File: src/rtl/rom_arbiter.sv
// rom_arbiter: shares one single-port synchronous ROM between a fixed-priority
// video port and a CPU port, with bounded CPU starvation and tagged read return.
`default_nettype none

module rom_arbiter #(
  parameter int ADDR_WIDTH = 12,
  parameter int DATA_WIDTH = 8,
  parameter int MAX_WAIT   = 3
) (
  input  logic                  clk,
  input  logic                  reset,

  input  logic                  v_req,
  input  logic [ADDR_WIDTH-1:0] v_addr,
  output logic                  v_ack,
  output logic                  v_valid,
  output logic [DATA_WIDTH-1:0] v_data,

  input  logic                  c_req,
  input  logic [ADDR_WIDTH-1:0] c_addr,
  output logic                  c_ack,
  output logic                  c_valid,
  output logic [DATA_WIDTH-1:0] c_data,

  output logic [ADDR_WIDTH-1:0] rom_addr,
  output logic                  rom_rd,
  input  logic [DATA_WIDTH-1:0] rom_data
);

  localparam logic [3:0] WAIT_LIMIT = 4'(MAX_WAIT);

  logic [3:0] wait_cnt;
  logic       c_force;
  logic       s1_v;
  logic       s1_c;

  // Grant: video has priority unless the CPU has already lost MAX_WAIT times in a row.
  always_comb begin
    c_force = c_req & (wait_cnt == WAIT_LIMIT);
    c_ack   = ~reset & c_req & (~v_req | c_force);
    v_ack   = ~reset & v_req & ~c_ack;
  end

  assign rom_rd   = v_ack | c_ack;
  assign rom_addr = c_ack ? c_addr : v_addr;

  always_ff @(posedge clk or posedge reset) begin
    if (reset) begin
      wait_cnt <= 4'd0;
    end else if (c_ack || !c_req) begin
      wait_cnt <= 4'd0;
    end else if (v_ack && (wait_cnt < WAIT_LIMIT)) begin
      wait_cnt <= wait_cnt + 4'd1;
    end
  end

  // Owner tags travel alongside the read the ROM performs next cycle.
  always_ff @(posedge clk or posedge reset) begin
    if (reset) begin
      s1_v <= 1'b0;
      s1_c <= 1'b0;
    end else begin
      s1_v <= v_ack;
      s1_c <= c_ack;
    end
  end

  always_ff @(posedge clk or posedge reset) begin
    if (reset) begin
      v_valid <= 1'b0;
      v_data  <= '0;
    end else begin
      v_valid <= s1_v;
      if (s1_v) begin
        v_data <= rom_data;
      end
    end
  end

  always_ff @(posedge clk or posedge reset) begin
    if (reset) begin
      c_valid <= 1'b0;
      c_data  <= '0;
    end else begin
      c_valid <= s1_c;
      if (s1_c) begin
        c_data <= rom_data;
      end
    end
  end

endmodule

`default_nettype wire

File: config.mk
export PLATFORM = sky130hd
export DESIGN_NAME = rom_arbiter
export DESIGN_NICKNAME = d
export VERILOG_FILES = /design/src/rtl/rom_arbiter.sv
export SDC_FILE = /design/constraint.sdc
export NUM_CORES = 1
export LEC_CHECK = 0
export CAP_MARGIN = 20
export CORE_AREA = 2 2 46 48
export CTS_BUF_LIST = sky130_fd_sc_hd__clkbuf_8
export CTS_CLUSTER_SIZE = 40
export DETAILED_ROUTE_END_ITERATION = 8
export DIE_AREA = 0 0 48 50
export DONT_BUFFER_PORTS = 1
export GPL_TIMING_DRIVEN = 0
export PLACE_DENSITY_LB_ADDON = 0.05
export RECOVER_POWER = 100
export SLEW_MARGIN = 20
export SYNTH_ARGS = -nofsm -noshare
export SYNTH_HDL_FRONTEND = slang
export SYNTH_SLANG_ARGS = --single-unit
File: constraint.sdc
create_clock -name clk -period 2.3 [get_ports clk]
set_input_delay 0.23 -clock clk [delete_from_list [all_inputs] [get_ports clk]]
set_output_delay 0.23 -clock clk [all_outputs]
set_load 0.05 [all_outputs]
==> out/metrics.csv, run 1 <==
metric,value,unit
met3 WL,161,um
CTS Hold Buffers Added,0,
CTS tree,done,
Sw Pwr,0.446,mW
via count,628,
Slew Limit Fails,0,
"Data required, critical path",2.07,ns
Final Cell Area,1210,um^2
Crit. End Element,primary output,
vias in the first global route,609,
Antenna Diode Count,0,
Die Ht,50,um
crit path cell chain,ha_1 -> or3b_4 -> a211oi_4 -> buf_12 -> mux2_4,
initial antenna violation count,0,
clock root buffer,clkbuf_8,
Congestion Overflow GR,0,
P&R area growth vs syn,11.7,%
Final setup viols,4,
Antenna Nets Post-Route,0,
# H-tree levels,1,
setup slack after layout,-0.0106,ns
classification of the worst-slack hold path,in2async,
# fillers,153,
Die ar.,2400,um^2
Int Power,0.664,mW
wire per inst,17.1,um
Routed WL,1800,um
"Core Util, Final",63.6,%
Slowest cell on crit path,mux2_4,
Final Cycle Share,100,%
PortBufs,0,
Pleak,0.534,nW
slew at the pin closest to its max-slew limit,0.876,ns
worst-path fanout max,11,
Starting DRT DRC Count,1,
crit path time final,2.31,ns
DR DRC count,0,
total CTS buffers,3,
CTS Buffer Depth,2,
MaxCap Viol Count,0,
Initial DRT Pass Iterations,2,
Placed Instance Area,1120,um^2
cell count after synthesis,74,
Clk network pwr share,20.8,%
largest net degree at the start of global routing,25,
CP Class,reg2out,
sw frac,40.2,%
fmax,433,MHz
TNS Setup,-0.0394,ns
clock latency on the worst-skew pair,0.25,ns
count of cell types in the netlist,16,
final hold viol count,0,
Sequential Power Share,62.8,%
Initial Utilization,57.0,%
routed vias/inst,5.98,
"CTS clk-pin slew, worst paths",0.08,ns
HPWL after DPL,1340,um
"Data arrival, critical path",2.08,ns
Core Region,1900,um^2
post-route met1 wirelength,753,um
maximum vdd drop,0.392,mV
IO Pins,69,
unrepaired setup endpoints after global routing,true,
Mapped Area,1080,um^2
Gate power share,16.4,%
Row Count,16,
failing checks,setup timing,
"Largest stage delay, worst path",0.40,ns
status,"finished, violations left",
Mapped Nets,111,
top sig layer,met4,
Pwr Density,918,nW/um^2
CTS sink cnt,24,
Top Family by Delay on Critical Path,multiplexers,
Die Width,48,um
Relative slew margins,41.4,%
clk_skew,0.00551,ns
Post-Syn Area per Cell,14.6,um^2
Tot GR Track Use,15.5,%
first-pass GRT wire length,2600,um
Crit path buffers/inverters,1,
Final GP Congestion,0.602,
NumNets Final,117,
share of cells above drive strength 1,47.4,%
"Seq/Total Area, Yosys",55.4,%
met2 wire length,853,um
Syn. warnings,0,
post-synthesis register bit count,24,
Setup crit start kind,register,
[placed cells by master (no fill, tap or decap), drive strengths merged]
cell type  count
mux2          28
dfrtp         24
clkbuf         5
inv            3
or3            3
a211oi         3
nor2           3
o21ai          2
nor3b          2
buf            2
nand2b         1
or3b           1
ha             1
[sequential cells by signal, indices dropped and copies added, names as in the netlist]
name and flops:
c_data 8, c_valid 1, s1_c 1, s1_v 1, v_data 8, v_valid 1, wait_cnt 4
[Yosys cell counts]
cell | number | area, um^2
dfrtp_1 | 24 | 601
mux2_2 | 24 | 270
mux2_4 | 4 | 60.1
inv_1 | 3 | 11.3
nor2_1 | 3 | 11.3
a211oi_1 | 2 | 15.0
clkbuf_1 | 2 | 7.51
nor3b_1 | 2 | 15.0
o21ai_0 | 2 | 10.0
or3_1 | 2 | 12.5
a211oi_4 | 1 | 20.0
buf_8 | 1 | 15.0
ha_1 | 1 | 12.5
nand2b_1 | 1 | 6.26
or3_2 | 1 | 7.51
or3b_1 | 1 | 8.76
[final cells by class]
cell class	count	area, um^2	share of cell area (%)
flip-flops and latches	24	601	49.6
repair buffers	1	11.3	0.931
plain buffers	3	27.5	2.28
multi-input cells	44	484	40.0
inverters	3	11.3	0.931
clock buffers	3	41.3	3.41
well taps	27	33.8	2.79
[power by group through the flow]
stage,clock [mW],combinational (mW),sequential [mW]
after floorplan,0,0.159,0.697
after global placement,0,0.169,0.704
after detailed placement,0,0.173,0.707
after CTS,0.241,0.175,0.698
after global routing,0.258,0.195,0.707
final,0.231,0.182,0.697
[worst reg2reg max path, stage by stage, from the launching register on]
cell      delay, ns
dfrtp_1        0.40
ha_1           0.20
or3b_4         0.24
a211oi_4       0.07
buf_12         0.17
nor2_2         0.49
[final timing paths]
path	startpoint	end	slack, ns	cells past startpoint
setup reg to reg	wait_cnt[0]	s1_v	0.56	5
setup / recovery	wait_cnt[0]	rom_addr[7]	-0.01	5
min in group clk	rom_data[0]	c_data[0]	0.12	1
max in group asynchronous	reset	c_valid	1.72	1
hold / removal	reset	v_data[2]	0.04	1
hold reg to reg	s1_v	v_valid	0.37	0
[timing repair]
action                     4_1_cts  5_1_grt
pin swaps                        1        0
buffers inserted                 1        0
setup endpoints to repair       13       12
gates resized for setup          1       11
[cells by family after synthesis]
group / Yosys count / share of synthesized area (%)
adders and majority gates: 1 / 1.15
buffers and inverters: 6 / 3.12
and+or+nand+nor: 10 / 5.66
AOI/OAI and AO/OA: 5 / 4.16
DFF: 24 / 55.4
muxes: 28 / 30.5
[stage by stage]
stage	cells	setup WS, ns	power, mW	hold slack, ns
floorplan	74	0.117	0.857	0.245
global placement	101	0.0180	0.873	0.336
detailed placement	101	0.00289	0.881	0.353
CTS	105	-0.0669	1.11	0.0706
global route	105	-0.0809	1.16	0.108
finish	105	-0.0106	1.11	0.0388
[layer usage]
metal	vias to the layer above	track usage, %
li1	268	-
met1	308	19.9
met2	50	23.8
met3	2	1.83
met4	0	9.46
met5	-	0
(Power assumes the default switching activity.)
==> run 2, diff against run 1 <==
--- a/config.mk
+++ b/config.mk
@@ -7,7 +7,7 @@
 export LEC_CHECK = 0
 export CAP_MARGIN = 20
 export CORE_AREA = 2 2 46 48
-export CTS_BUF_LIST = sky130_fd_sc_hd__clkbuf_8
+export CTS_BUF_LIST = sky130_fd_sc_hd__clkbuf_16
 export CTS_CLUSTER_SIZE = 40
 export DETAILED_ROUTE_END_ITERATION = 8
 export DIE_AREA = 0 0 48 50
@@ -15,6 +15,7 @@
 export GPL_TIMING_DRIVEN = 0
 export PLACE_DENSITY_LB_ADDON = 0.05
 export RECOVER_POWER = 100
+export SKIP_CTS_REPAIR_TIMING = 1
 export SLEW_MARGIN = 20
 export SYNTH_ARGS = -nofsm -noshare
 export SYNTH_HDL_FRONTEND = slang
==> run 2 against run 1 <==
  * Largest power group unchanged
  * First-iteration DRC count rose to 4.0 times the previous value
  * Wire length rose by 5.4%
  * Worst setup slack lost 0.027 ns
  * Register-to-register slack about the same
  * Sequential cell count unchanged
  * The flow still finishes with violations (setup timing)
  * Die area stayed put
  * Via count is 2.4% higher
  * Final area is 6.1% higher
  * Sequential share of layout area decreased by 2.9 points
  * Global-route usage grew 0.46 points
==> out/metrics.csv, run 2 (same netlist as run 1, synthesis figures left out) <==
metric,value,unit
status,"finished, violations left",
failing checks,setup timing,
"CTS clk-pin slew, worst paths",0.05,ns
total CTS buffers,3,
CTS tree,done,
Row Count,16,
routed vias/inst,5.95,
HPWL after DPL,1340,um
clock root buffer,clkbuf_16,
share of cells above drive strength 1,49.4,%
"most common cell after layout, fill and taps aside",dfrtp_1,
slew at the pin closest to its max-slew limit,0.876,ns
initial antenna violation count,0,
Final GP Congestion,0.602,
PortBufs,0,
Crit. End Element,primary output,
wire per inst,17.5,um
Slew Limit Fails,0,
CP Class,reg2out,
clock latency on the worst-skew pair,0.25,ns
Core Region,1900,um^2
Final setup viols,12,
Final Cycle Share,102,%
Initial DRT Pass Iterations,4,
Setup crit start kind,register,
"Data arrival, critical path",2.11,ns
Fin Hold WS,0.0449,ns
Antenna Diode Count,0,
MaxCap Viol Count,0,
maximum vdd drop,0.558,mV
Congestion Overflow GR,0,
Die Width,48,um
CTS sink cnt,24,
NumNets Final,120,
Starting DRT DRC Count,4,
vias in the first global route,624,
Tot GR Track Use,15.9,%
DR DRC count,0,
via count,643,
"commonest cells after routing, fill and taps aside","dfrtp_1 (24), mux2_2 (16), mux2_4 (12)",
Pleak,0.571,nW
final hold viol count,0,
Regs by FF count,"c_data (8), v_data (8), wait_cnt (4)",
worst-path fanout max,8,
setup slack after layout,-0.0378,ns
classification of the worst-slack hold path,in2async,
CTS Buffer Depth,2,
IO Pins,69,
largest net degree at the start of global routing,25,
total chip power,1.24,mW
"Data required, critical path",2.07,ns
Antenna Nets Post-Route,0,
Relative slew margins,41.4,%
Routed WL,1890,um
crit path time final,2.34,ns
clk_skew,0.000973,ns
Pwr Density,967,nW/um^2
first-pass GRT wire length,2580,um
Initial Utilization,57.0,%
Die ar.,2400,um^2
unrepaired setup endpoints after global routing,true,
fmax,428,MHz
P&R area growth vs syn,18.5,%
# H-tree levels,1,
Die Ht,50,um
==> run 2: worst paths after layout <==
path / cells after the start / slack, ns / start / to
max: 5 / -0.04 / wait_cnt[0] / rom_addr[11]
min: 1 / 0.04 / reset / v_data[2]
max reg2reg: 5 / 0.55 / wait_cnt[0] / s1_v
min reg2reg: 0 / 0.37 / s1_c / c_valid
max in group asynchronous: 1 / 1.73 / reset / c_data[7]
min in group clk: 1 / 0.13 / rom_data[7] / c_data[7]
==> run 2: critical path, cell delays in order (launching register included) <==
cell and delay (ns):
dfrtp_1 0.36, ha_1 0.18, or3b_4 0.40, a211oi_4 0.31
buf_6 0.21, mux2_4 0.40
==> run 2: final cells by class <==
class / count / area, um^2
buffer: 3 / 27.5
clock buffer: 3 / 75.1
fill: 143 / 618
inverter: 3 / 11.3
multi-input combinational: 44 / 484
sequential: 24 / 601
tap: 27 / 33.8
timing repair buffer: 4 / 51.3
==> run 2: per-stage QoR <==
stage	instances	worst slack [ns]	utilization [%]	instance area [um^2]	TNS, ns
after detailed placement	101	0.00289	58.8	1120	0
after global placement	101	0.0180	58.8	1120	0
after global routing	108	-0.0948	67.5	1280	-1.09
final	108	-0.0378	67.5	1280	-0.414
after CTS	104	-0.290	62.7	1190	-2.45
after floorplan	74	0.117	-	1080	0
==> run 2: report_power, final <==
part | switching, mW | leakage [nW] | internal (mW)
Clock | 0.125 | 0.0370 | 0.229
Sequential | 0.224 | 0.297 | 0.474
Combinational | 0.109 | 0.237 | 0.0794
Total | 0.459 | 0.571 | 0.783
==> run 2: routing by layer <==
| layer | up-vias | GRT usage, % | wire (um) |
|---|---|---|---|
| met5 | - | 0 | 0 |
| met4 | 0 | 12.2 | 52 |
| met3 | 4 | 2.93 | 167 |
| met2 | 55 | 25.8 | 912 |
| met1 | 309 | 17.2 | 762 |
| li1 | 275 | - | - |
